**config.mk**
```make
export PLATFORM = sky130hd
export DESIGN_NAME = cpu_clock_controller
export DESIGN_NICKNAME = d
export VERILOG_FILES = /design/src/rtl/cpu_clock_controller.sv
export SDC_FILE = /design/constraint.sdc
export NUM_CORES = 1
export LEC_CHECK = 0
export ABC_AREA = 0
export BUFFER_PORTS_ARGS = -buffer_cell sky130_fd_sc_hd__buf_2
export CAP_MARGIN = 20
export CELL_PAD_IN_SITES_DETAIL_PLACEMENT = 1
export CELL_PAD_IN_SITES_GLOBAL_PLACEMENT = 1
export CORE_MARGIN = 2
export CORE_UTILIZATION = 50
export DETAILED_ROUTE_END_ITERATION = 7
export PLACE_DENSITY_LB_ADDON = 0.15
export REMOVE_ABC_BUFFERS = 1
export SLEW_MARGIN = 20
export SYNTH_ARGS = -nofsm -noshare
export SYNTH_HDL_FRONTEND = slang
export SYNTH_SLANG_ARGS = --single-unit
```
**constraint.sdc**
```tcl
create_clock -name clock -period 6.5 [get_ports clock]
set_clock_uncertainty 0.2 [all_clocks]
set_input_delay 0.65 -clock clock [delete_from_list [all_inputs] [get_ports clock]]
set_output_delay 0.65 -clock clock [all_outputs]
set_load 0.01 [all_outputs]
```
**src/rtl/cpu_clock_controller.sv**
```systemverilog
// Clock-enable sequencer for the single-cycle CPU: programmable divider (free-run),
// debounced single-step, and halt/resume handling. Emits one-cycle cpuEnable pulses.
module cpu_clock_controller #(
  parameter int COUNTER_WIDTH  = 32,
  parameter int DEFAULT_DIVIDE = 10,
  parameter int DEBOUNCE       = 16
) (
  input  logic                     clock,
  input  logic                     reset,
  input  logic                     runSwitch,
  input  logic                     stepButton,
  input  logic                     haltRequest,
  input  logic                     resume,
  input  logic [COUNTER_WIDTH-1:0] divide,
  input  logic                     loadDivide,
  output logic                     cpuEnable,
  output logic                     halted,
  output logic [1:0]               state,
  output logic [COUNTER_WIDTH-1:0] enableCount
);

  typedef enum logic [1:0] {
    IDLE   = 2'd0,
    RUN    = 2'd1,
    STEP   = 2'd2,
    HALTED = 2'd3
  } state_e;

  localparam int DB_W = $clog2(DEBOUNCE + 1);
  localparam logic [COUNTER_WIDTH-1:0] DEF_DIV = COUNTER_WIDTH'(DEFAULT_DIVIDE);
  localparam logic [COUNTER_WIDTH-1:0] ONE     = COUNTER_WIDTH'(1);
  localparam logic [DB_W-1:0]          DB_LAST = DB_W'(DEBOUNCE - 1);
  localparam logic [DB_W-1:0]          DB_ONE  = DB_W'(1);

  state_e                     state_q, state_d;
  logic [COUNTER_WIDTH-1:0]   counter_q, counter_d;
  logic [COUNTER_WIDTH-1:0]   divide_reg_q, divide_reg_d;
  logic [COUNTER_WIDTH-1:0]   pending_q, pending_d;
  logic [COUNTER_WIDTH-1:0]   count_q;
  logic                       enable_q;
  logic                       pulse;
  logic                       sync1_q, sync2_q;
  logic [DB_W-1:0]            db_cnt_q;
  logic                       db_level_q, db_prev_q;
  logic                       resume_prev_q;
  logic                       db_rise, resume_rise, wrap;

  assign db_rise     = db_level_q & ~db_prev_q;
  assign resume_rise = resume & ~resume_prev_q;
  // Ratios of 0 and 1 both collapse to a pulse every cycle.
  assign wrap        = (divide_reg_q <= ONE) || (counter_q == divide_reg_q - ONE);

  always_comb begin
    state_d      = state_q;
    counter_d    = counter_q;
    divide_reg_d = pending_q;
    pending_d    = loadDivide ? divide : pending_q;
    pulse        = 1'b0;
    unique case (state_q)
      IDLE: begin
        counter_d = '0;
        state_d   = runSwitch ? RUN : STEP;
      end
      RUN: begin
        // Outside RUN the ratio tracks pendingDivide; inside it only changes at wrap.
        divide_reg_d = divide_reg_q;
        if (haltRequest) begin
          state_d   = HALTED;
          counter_d = '0;
        end else if (!runSwitch) begin
          state_d   = STEP;
          counter_d = '0;
        end else if (wrap) begin
          pulse        = 1'b1;
          counter_d    = '0;
          divide_reg_d = pending_q;
        end else begin
          counter_d = counter_q + ONE;
        end
      end
      STEP: begin
        counter_d = '0;
        if (haltRequest)    state_d = HALTED;
        else if (runSwitch) state_d = RUN;
        else                pulse   = db_rise;
      end
      HALTED: begin
        counter_d = '0;
        if (resume_rise && !haltRequest) state_d = IDLE;
      end
      default: ;
    endcase
  end

  always_ff @(posedge clock or negedge reset) begin
    if (!reset) begin
      state_q      <= IDLE;
      counter_q    <= '0;
      divide_reg_q <= DEF_DIV;
      pending_q    <= DEF_DIV;
      enable_q     <= 1'b0;
      count_q      <= '0;
    end else begin
      state_q      <= state_d;
      counter_q    <= counter_d;
      divide_reg_q <= divide_reg_d;
      pending_q    <= pending_d;
      enable_q     <= pulse;
      if (pulse) count_q <= count_q + ONE;
    end
  end

  // Button synchronizer and stability filter; any bounce restarts the count.
  always_ff @(posedge clock or negedge reset) begin
    if (!reset) begin
      sync1_q       <= 1'b0;
      sync2_q       <= 1'b0;
      db_cnt_q      <= '0;
      db_level_q    <= 1'b0;
      db_prev_q     <= 1'b0;
      resume_prev_q <= 1'b0;
    end else begin
      sync1_q       <= stepButton;
      sync2_q       <= sync1_q;
      db_prev_q     <= db_level_q;
      resume_prev_q <= resume;
      if (sync2_q == db_level_q) begin
        db_cnt_q <= '0;
      end else if (db_cnt_q == DB_LAST) begin
        db_level_q <= sync2_q;
        db_cnt_q   <= '0;
      end else begin
        db_cnt_q <= db_cnt_q + DB_ONE;
      end
    end
  end

  assign cpuEnable   = enable_q;
  assign halted      = (state_q == HALTED);
  assign state       = state_q;
  assign enableCount = count_q;

endmodule

```
==> flow_summary.json <==
{
  "fillers": 1920,
  "drv_slew": 0,
  "ys.flop_type": "dfrtp_1",
  "drc": 0,
  "drt_first_pass_iters": 5,
  "r2r_start": "divide_reg_q[13]",
  "crit_path_max_incr_delay_ns": 0.72,
  "status": "completed",
  "cts_resized": 0,
  "die_area_um2": 17700,
  "grt_pass1_vias": 7884,
  "start_util_pct": 50.6,
  "worstMarginPinSlew_ns": 0.905,
  "grt_antenna_before_repair": 0,
  "cts.sinks": 141,
  "ios": 75,
  "worstSkewPairLatency_ns": 0.44,
  "setup_viol_count_final": 0,
  "dpl_worst_slack_ns": 1.29,
  "ys_seq_elements": 141,
  "ff_latch_area_um2": 3530,
  "hold_class": "in -> async",
  "rsz0062_at_grt": "false",
  "crit_type": "reg -> reg",
  "core-area_um2": 16500,
  "clockBufferDepth": 2,
  "clk_pin_slew_worst_paths_ns": 0.07,
  "dp_hpwl_um": 16900,
  "place_congestion": 0.952,
  "yosys_warnings": 0,
  "required_ns": 6.59,
  "num_rows": 47,
  "wl_met2_um": 12100,
  "ir_drop_v": 0.000289,
  "startpoint": "divide_reg_q[13]",
  "synth_area_um2": 8340,
  "fin_nets": 1002,
  "via_per_inst": 6.12,
  "ys_types": 66,
  "final.period_utilization_pct": 79.4,
  "max_cap_violations": 0,
  "synth_edf_count": 0,
  "syn_area_per_cell_um2": 9.05,
  "postLayoutCoreUtil_pct": 57.1,
  "setup_tns_ns": 0,
  "post_cts_buffers": 0,
  "cpMaxStageDelayCell": "or2_2",
  "grt_pass1_wl_um": 40600,
  "die_h_um": 133,
  "synth_cells": 921,
  "hold_buffers": 0,
  "worstSetupStartpointType": "register",
  "wl_met1_um": 10800,
  "mostFrequentLayoutCell": "dfrtp_1",
  "route.vias.total": 7265,
  "p_leak_nw": 4.25,
  "hold_viol": 0,
  "num_antenna_cells": 0,
  "multi_input_area_um2": 4420,
  "grt_max_degree": 75,
  "drt_iter0_drc": 429,
  "ys_async_sr_fraction_pct": 100,
  "worstPathMaxFanout": 38,
  "port_buffers": 74,
  "wl_per_cell_um": 20.5,
  "htreeDepth": 4,
  "ys_seq_area_share_pct": 42.4,
  "cp_data_arrival_time_ns": 5.26,
  "overflow": 0,
  "die_w_um": 133,
  "powerDensity_nw_per_um2": 349,
  "slew_headroom_pct": 39.7,
  "clock.fmax_ghz": 0.194,
  "setup_slack_ns": 1.34,
  "ant_nets": 0,
  "area_delta_synth_final_pct": 12.8,
  "endpoint_kind": "register",
  "grt_use_total_pct": 28.7,
  "cts_inserted_buffers": 17,
  "finalCriticalPeriod_ns": 5.16,
  "layout-drive-gt1-share_pct": 16.5,
  "highest_layer": "met4",
  "drt-total-wl_um": 24300,
  "layout_common_cells": "dfrtp_1, nor3_1, nand2_1, buf_2, xor2_1",
  "cts_tree": "yes",
  "clock-root-buffer": "clkbuf_16",
  "worstPathCellList": "nor3_1 -> nand4_1 -> or4_1 -> a211oi_1 -> o22ai_1 -> nor4_4 -> buf_4 -> or2_2 -> buf_4 -> nor3_1",
  "wl_met3_um": 1070,
  "worst-r2r-setup-slack_ns": 1.34
}
## critical path: cells and delay by family (launching register included)
family                 cells  cell delay (ns)
AND/OR/NAND/NOR            6             2.96
flip-flops                 1             0.43
AO/OA/AOI/OAI              2             0.53
buffers and inverters      2             0.84
## Yosys cell counts (10+ instances only)
cell type  count  area share, %
and2_1        18            1.4
nand2_1       92            4.1
o22ai_1       20            1.5
inv_1         36            1.6
xor2_1        64            6.7
a211o_1       31            3.3
nor4_1        11           0.83
o2bb2ai_1     12            1.3
clkbuf_1      48            2.2
nand4_1       23            1.7
o21ai_0       31            1.9
nand3_1       28            1.7
mux2_2        16            2.2
xnor2_1       34            3.6
buf_2         16           0.96
nor3_1        93            5.6
a21oi_1       10           0.60
nor2_1        61            2.7
dfrtp_1      137             41
o211ai_1      11           0.99
## through the flow
step | total power [mW] | hold WS [ns] | area (um^2) | instances
floorplan | 1.91 | 0.131 | 8060 | 854
global placement | 2.18 | 0.140 | 8780 | 1155
detailed placement | 2.25 | 0.143 | 8780 | 1155
CTS | 3.28 | 0.0573 | 9390 | 1187
global route | 3.47 | 0.0771 | 9400 | 1187
finish | 3.28 | 0.0417 | 9400 | 1187
## cells by family (layout without fill, tap and decap cells)
group | count (synthesis) | count (layout) | synth area share [%]
and+or+nand+nor | 404 | 404 | 26.0
AOI/OAI and AO/OA | 150 | 150 | 12.9
DFF | 141 | 141 | 42.4
buffers and inverters | 103 | 149 | 4.97
xor gates and xnor gates | 98 | 98 | 10.3
muxes | 16 | 16 | 2.16
adders and majority gates | 9 | 9 | 1.35
## sequential cells by signal, indices dropped and copies added (netlist names)
| signal | flops |
|---|---|
| divide_reg_q | 32 |
| counter_q | 32 |
| pending_q | 32 |
| cpuEnable | 1 |
| db_prev_q | 1 |
| resume_prev_q | 1 |
| sync2_q | 1 |
| state | 2 |
| db_cnt_q | 5 |
| enableCount | 32 |
| db_level_q | 1 |
| sync1_q | 1 |
## layout make-up
class,count,area share [%]
multi-input cells,677,47.0
flip-flops and latches,141,37.6
clock buffers,17,4.52
clock inverters,15,1.93
repair buffers,81,4.56
well taps,220,2.93
inverters,36,1.44
## power breakdown
part	internal (mW)	leakage (nW)	switching, mW
Clock	0.580	0.301	0.438
Sequential	1.01	1.82	0.262
Combinational	0.412	2.13	0.579
## final timing paths
path,to,cells past startpoint
min in group clock,sync1_q,1
hold reg to reg,sync2_q,0
setup reg to reg,counter_q[9],10
max in group asynchronous,divide_reg_q[17],2
hold / removal,counter_q[24],1
setup / recovery,counter_q[9],10
## routing by layer
metal	global-route usage, %	up-vias
li1	-	3337
met4	8.22	0
met3	6.43	36
met2	49.1	143
met5	0	-
met1	36.8	3749
(Power assumes the default switching activity.)
